<file path="config.mk">
export PLATFORM = sky130hd
export DESIGN_NAME = cic_tdm_deframer
export DESIGN_NICKNAME = d
export VERILOG_FILES = /design/src/rtl/cic_tdm_deframer.sv
export SDC_FILE = /design/constraint.sdc
export NUM_CORES = 1
export LEC_CHECK = 0
export BUFFER_PORTS_ARGS = -buffer_cell sky130_fd_sc_hd__buf_2
export CAP_MARGIN = 20
export CELL_PAD_IN_SITES_DETAIL_PLACEMENT = 1
export CELL_PAD_IN_SITES_GLOBAL_PLACEMENT = 1
export CORE_MARGIN = 2
export CORE_UTILIZATION = 51
export CTS_CLUSTER_SIZE = 10
export DETAILED_ROUTE_END_ITERATION = 7
export PLACE_DENSITY_LB_ADDON = 0.1
export SLEW_MARGIN = 15
export SYNTH_ARGS = -nofsm -noshare
export SYNTH_HDL_FRONTEND = slang
export SYNTH_SLANG_ARGS = --single-unit
</file>
<file path="constraint.sdc">
create_clock -name clk -period 49 [get_ports clk]
set_input_delay 2.45 -clock clk [delete_from_list [all_inputs] [get_ports clk]]
set_output_delay 2.45 -clock clk [all_outputs]
set_load 0.01 [all_outputs]
</file>
<file path="src/rtl/cic_tdm_deframer.sv">
// Reassembles the CIC decimator's TDM Avalon-ST stream into parallel NUM_CH-sample frames.
// Optional: define CIC_DEFRAMER_ERRDROP_EN to drop (and count) frames carrying beat errors.
module cic_tdm_deframer #(
  parameter int NUM_CH = 16,
  parameter int DATA_W = 16,
  parameter int CH_W   = 4,
  parameter int CNT_W  = 16
) (
  input  logic                     clk,
  input  logic                     reset,
  input  logic [DATA_W-1:0]        in_data,
  input  logic [CH_W-1:0]          in_channel,
  input  logic [1:0]               in_error,
  input  logic                     in_startofpacket,
  input  logic                     in_endofpacket,
  input  logic                     in_valid,
  output logic                     in_ready,
  output logic [NUM_CH*DATA_W-1:0] out_data,
  output logic [1:0]               out_error,
  output logic                     out_valid,
  input  logic                     out_ready,
  output logic [CNT_W-1:0]         frame_err_cnt,
  output logic                     sync_lost
);

  typedef enum logic {HUNT, COLLECT} state_t;

  localparam logic [CH_W-1:0] LAST_CH = CH_W'(NUM_CH - 1);

  state_t                    state, state_next;
  logic [DATA_W-1:0]         col_buf [NUM_CH];
  logic [CH_W-1:0]           exp_ch;
  logic [1:0]                acc_err;
  logic [NUM_CH*DATA_W-1:0]  frame_next;
  logic [1:0]                done_err;

  logic accept, is_start, at_last, good_beat, hunt_start, hunt_single;
  logic frame_done, bad_beat, restart, drop, load, cnt_inc;

  assign accept      = in_valid && in_ready;
  assign is_start    = in_startofpacket && (in_channel == '0);
  assign at_last     = (state == COLLECT) && (exp_ch == LAST_CH);
  assign good_beat   = (state == COLLECT) && (in_channel == exp_ch) && !in_startofpacket &&
                       (in_endofpacket == (exp_ch == LAST_CH));
  // A single-channel frame completes on its start beat, straight out of HUNT.
  assign hunt_start  = (state == HUNT) && is_start && (NUM_CH > 1);
  assign hunt_single = (state == HUNT) && is_start && in_endofpacket && (NUM_CH == 1);
  assign frame_done  = accept && ((good_beat && at_last) || hunt_single);
  assign bad_beat    = accept && (state == COLLECT) && !good_beat;
  assign restart     = bad_beat && is_start;
  assign done_err    = (state == HUNT) ? in_error : (acc_err | in_error);

`ifdef CIC_DEFRAMER_ERRDROP_EN
  assign drop = frame_done && (done_err != 2'b00);
`else
  assign drop = 1'b0;
`endif
  assign load    = frame_done && !drop;
  assign cnt_inc = bad_beat || drop;

  // NOTE: every always_comb output gets a default first so no path can infer a latch.
  always_comb begin
    frame_next = '0;
    for (int k = 0; k < NUM_CH; k++) frame_next[k*DATA_W +: DATA_W] = col_buf[k];
    frame_next[(NUM_CH-1)*DATA_W +: DATA_W] = in_data;
  end

  // NOTE: sequential state uses non-blocking assignments so all flops update together.
  always_ff @(posedge clk or posedge reset) begin
    if (reset) state <= HUNT;
    else       state <= state_next;
  end

  always_comb begin
    state_next = state;
    case (state)
      HUNT:    if (accept && hunt_start) state_next = COLLECT;
      COLLECT: if (accept) begin
                 if (good_beat) state_next = at_last ? HUNT : COLLECT;
                 else           state_next = restart ? COLLECT : HUNT;
               end
      default: state_next = HUNT;
    endcase
  end

  // Only the beat that would complete a frame must wait for the output slot.
  always_comb begin
    in_ready = 1'b1;
    if ((at_last || ((state == HUNT) && (NUM_CH == 1))) && out_valid && !out_ready)
      in_ready = 1'b0;
  end

  // NOTE: the collect buffer is a small flop array, so it is reset along with the rest.
  always_ff @(posedge clk or posedge reset) begin
    if (reset) begin
      for (int k = 0; k < NUM_CH; k++) col_buf[k] <= '0;
      exp_ch        <= '0;
      acc_err       <= '0;
      sync_lost     <= 1'b1;
      out_valid     <= 1'b0;
      out_data      <= '0;
      out_error     <= '0;
      frame_err_cnt <= '0;
    end else begin
      if (accept) begin
        if (hunt_start || restart) begin
          col_buf[0] <= in_data;
          exp_ch     <= CH_W'(1);
          acc_err    <= in_error;
          sync_lost  <= 1'b0;
        end else if (hunt_single) begin
          sync_lost <= 1'b0;
        end else if (good_beat) begin
          col_buf[exp_ch] <= in_data;
          acc_err         <= acc_err | in_error;
          exp_ch          <= at_last ? '0 : exp_ch + CH_W'(1);
        end else if (bad_beat) begin
          exp_ch    <= '0;
          acc_err   <= '0;
          sync_lost <= 1'b1;
        end
      end

      // A new frame wins over clearing the slot on a same-cycle transfer.
      if (load) begin
        out_valid <= 1'b1;
        out_data  <= frame_next;
        out_error <= done_err;
      end else if (out_valid && out_ready) begin
        out_valid <= 1'b0;
      end

      if (cnt_inc && (frame_err_cnt != '1))
        frame_err_cnt <= frame_err_cnt + CNT_W'(1);
    end
  end

endmodule

</file>
==> Word-level counts from Yosys, hierarchy flattened <==
Index checks and enable logic that the tools add are counted.
Widths: inputs -> output; s select.
{ "totals": {"ff_bits": 539, "input_bits": 28, "out_inout_bits": 277, "wordCells": 93} }
{ "op_classes": {"n_addsub": 2, "magnitude_cmp": 2, "n_eq_ne": 5, "n_mux": 25, "bitwise": 4, "n_reduce_logical": 31} }
{ "op_table": {"columns": ["operator", "n"], "rows": [
  ["$bwmux 256", 1],
  ["$mux 256", 1],
  ["$demux 16 s4", 1],
  ["$mux 16", 2],
  ["$logic_and 1x1->1", 18],
  ["$add 16x1->16 const B", 1],
  ["$mux 4", 4],
  ["$ne 16x16->1 const B", 1],
  ["$mux 1", 11],
  ["$mux 2", 4],
  ["$reduce_and 3->1", 2],
  ["$reduce_bool 2->1", 3],
  ["$ge 5x5->1 const B", 1],
  ["$lt 5x1->1 const B", 1],
  ["$not 4->5", 1],
  ["$add 4x1->4 const B", 1],
  ["$eq 4x4->1", 1],
  ["$eq 4x4->1 const B", 1],
  ["$logic_not 4->1", 1],
  ["$reduce_and 2->1", 2],
  ["$logic_not 1->1", 3],
  ["$reduce_bool 3->1", 1],
  ["$ne 2x1->1 const B", 1],
  ["$not 1->1", 2],
  ["4 further kinds", 4]
]} }

==> Depth between registers and ports, before layout <==
{ "depth": {"depth_word": 13, "depth_mapped": 8, "ltp_nobuf": 6} }

==> Worst setup path after synthesis <==
No wires, ideal clock.
{ "synth_path": {"kind": "input -> output", "start": "in out_ready", "end": "out in_ready", "arrival_time_ps": 2967, "setup_slack_ps": 43583, "stages": 2, "path_buffers": 0, "cell_sequence": "nand2b_1 or2_2"} }
{ "synth_between": {"elab_chain_len": 3} }
{ "synth_lines": {"columns": ["element", "line", "text"], "rows": [
  ["from (decl)", "21", "input logic out_ready,"],
  ["$logic_not 1->1", "89", "if ((at_last || ((state == HUNT) && (NUM_CH == 1))) && out_valid && !out_ready)"],
  ["$logic_and 1x1->1", "89", null],
  ["$mux 1", "89", null],
  ["to (decl)", "17", "output logic in_ready,"]
]} }
No other way between the ends.

==> Worst setup path after layout <==
Same ends and word-level chain as after synthesis.

==> flow_summary.json <==
{
  "layout.nets": 1555,
  "clkSinkCount": 523,
  "yosysSeqAreaShare": 0.657,
  "die_area_mm2": 0.0406,
  "core-area_mm2": 0.0386,
  "drv_slew": 0,
  "overflow": 0,
  "period_needed_ns": 5.65,
  "worstReg2RegStart": "exp_ch[2]",
  "grt_antenna_before_repair": 0,
  "crit_type": "in -> out",
  "max_cap_viol_count": 0,
  "cts_resized": 0,
  "vdd_drop_max_mv": 0.0324,
  "cts_buffer_depth": 3,
  "drtAntennaViolNets": 0,
  "rsz0062_at_grt": "no",
  "grt_use_total": 0.244,
  "worstMarginPinSlew_ns": 1.12,
  "syn_to_final_growth_pct": 17.9,
  "max_freq_mhz": 177,
  "synth-seq-cells": 523,
  "cts_hold_buf": 0,
  "core.rowCount": 72,
  "syn_inst": 1215,
  "cts-root-buf": "clkbuf_16",
  "synth_compound_area_frac": 0.00943,
  "grt_pass1_vias": 12600,
  "worstHoldPathCells": 1,
  "cts_tree": "yes",
  "grt_max_degree": 185,
  "synth-adder-area-share": 0.00314,
  "drt_first_iter_violations": 348,
  "ys.flop_type": "dfrtp_1",
  "synth_edf_count": 0,
  "worstHoldStart": "col_buf[240]",
  "post-cts-setup-buffers": 0,
  "instances_no_fill": 2056,
  "numCtsBuffers": 58,
  "final_area_mm2": 0.0235,
  "hold_slack_ns": 0.479,
  "p_leak_uw": 0.0130,
  "synth_cell_types": 45,
  "slew-limit-headroom": 0.252,
  "setup_viol": 0,
  "layout_common_cells": "dfrtp_1 (522), mux2_2 (497), buf_2 (304), clkbuf_16 (61), xnor2_1 (17)",
  "power_density_mw_per_mm2": 36.0,
  "gp_congestion": 0.759,
  "worstSetupStartpoint": "out_ready",
  "numPortBuffers": 304,
  "synth_top_family_by_area": "multiplexers",
  "io_pins": 305,
  "drive_gt1_frac": 0.579,
  "mostFrequentLayoutCell": "dfrtp_1",
  "first_pass_iters": 4,
  "drc": 0,
  "r2r_slack_ns": 44.73,
  "synth_area_mm2": 0.0199,
  "end_kind": "output port",
  "grt_first_pass_wirelength_mm": 75.4,
  "clk_latency_ns": 0.59,
  "async_flop_share": 1.00,
  "start_util": 0.516,
  "hold_path.class": "reg -> reg",
  "status": "finished, final reports clean",
  "yosysWarnings": 0,
  "cp.arrival_ns": 3.20,
  "place_hpwl_mm": 30.3,
  "synth_xor_area_frac": 0.00792,
  "r2r_cells": 6,
  "crit_fanout": 5,
  "wl_per_cell_um": 23.6,
  "cp-start-kind": "primary input",
  "clk_pin_slew_worst_paths_ns": 0.06,
  "fp.dieW_um": 202,
  "syn_avg_cell_area_um2": 16.4,
  "placed_cell_area_mm2": 0.0219,
  "routed_wl_mm": 48.5,
  "endpoint": "in_ready",
  "vias_per_cell": 5.44,
  "period_share": 0.115,
  "via_count": 11200,
  "r2r-end": "out_data[81]",
  "yosys.area_share.simple": 0.0247,
  "dieHeight_um": 202,
  "dpl.cell_count": 1980,
  "syn_nets": 1248,
  "yosys-mux-area-fraction": 0.281,
  "tns_ns": 0,
  "antenna_cells": 0,
  "report.final.hold_viol_count": 0,
  "htreeDepth": 2,
  "finClkSkew_ns": 0.0220,
  "cp.required_ns": 46.55
}
[critical path, stage by stage]
cell	delay (ns)
buf_2	0.09
nand2b_1	0.20
or2_2	0.32
buf_2	0.14
[report_power, final]
part / switching [uW] / leakage, uW / internal (uW)
Clock: 159 / 0.000775 / 222
Sequential: 2.93 / 0.00728 / 436
Combinational: 18.0 / 0.00494 / 6.25
Total: 180 / 0.0130 / 664
[cell type report]
class                      instances  area, um^2
multi-input combinational        622        6500
timing repair buffer             312        1610
fill                            3638       15100
tap                              518         648
inverter                           5        26.3
sequential                       523       13100
clock buffer                      76        1590
[worst min-delay path by stage]
stage                          endpoint  slack, ns
after CTS                   out_data[0]       0.48
after floorplan              acc_err[0]       0.47
after global routing       out_data[15]       0.50
after global placement     out_error[0]       0.47
final                       out_data[0]       0.48
after detailed placement  out_data[150]       0.49
[cells by family after synthesis]
logic type / count (synthesis)
DFF: 523
muxes: 497
and+or+nand+nor: 77
buffers and inverters: 70
AOI/OAI and AO/OA: 25
xor gates and xnor gates: 18
adders and majority gates: 5
[cells in the mapped netlist (2+ instances only)]
cell / count / area (um^2)
nand3_1: 11 / 55.1
buf_2: 31 / 155
nor2_1: 13 / 48.8
nand4_2: 3 / 37.5
o21ai_0: 5 / 25.0
inv_1: 5 / 18.8
and3_1: 5 / 31.3
nor4_1: 3 / 18.8
a21o_1: 2 / 15.0
dfrtp_1: 522 / 13100
mux2_2: 497 / 5600
nand3_2: 3 / 30.0
nand2b_1: 3 / 18.8
nand3b_2: 2 / 22.5
a22o_1: 2 / 17.5
a21oi_1: 4 / 20.0
xnor2_1: 17 / 149
nand2_1: 11 / 41.3
clkbuf_1: 28 / 105
nor3b_2: 3 / 37.5
buf_4: 4 / 30.0
nor3_1: 3 / 15.0
nand4_1: 12 / 75.1
ha_1: 5 / 62.6
[per-layer routing]
layer | wire length, um | track usage | vias to the layer above
met2 | 24500 | 0.418 | 253
met5 | 0 | 0 | -
met3 | 3050 | 0.0649 | 54
met1 | 20000 | 0.308 | 5984
met4 | 903 | 0.0649 | 0
li1 | - | - | 4900
[registers in the layout, indices dropped and copies added (netlist names)]
name and flops:
acc_err 2, sync_lost 1, out_error 2, out_valid 1, col_buf 240, exp_ch 4, out_data 256, frame_err_cnt 16
state 1
[metrics by stage]
step	setup slack, ns	power, uW	util
5_1_grt	43.29	875	0.609
6_report	43.35	844	0.609
3_3_place_gp	43.35	471	0.567
4_1_cts	43.34	856	0.609
2_1_floorplan	31.94	461	-
3_5_place_dp	43.34	472	0.567
No activity file was read; power rests on OpenSTA's default activity.
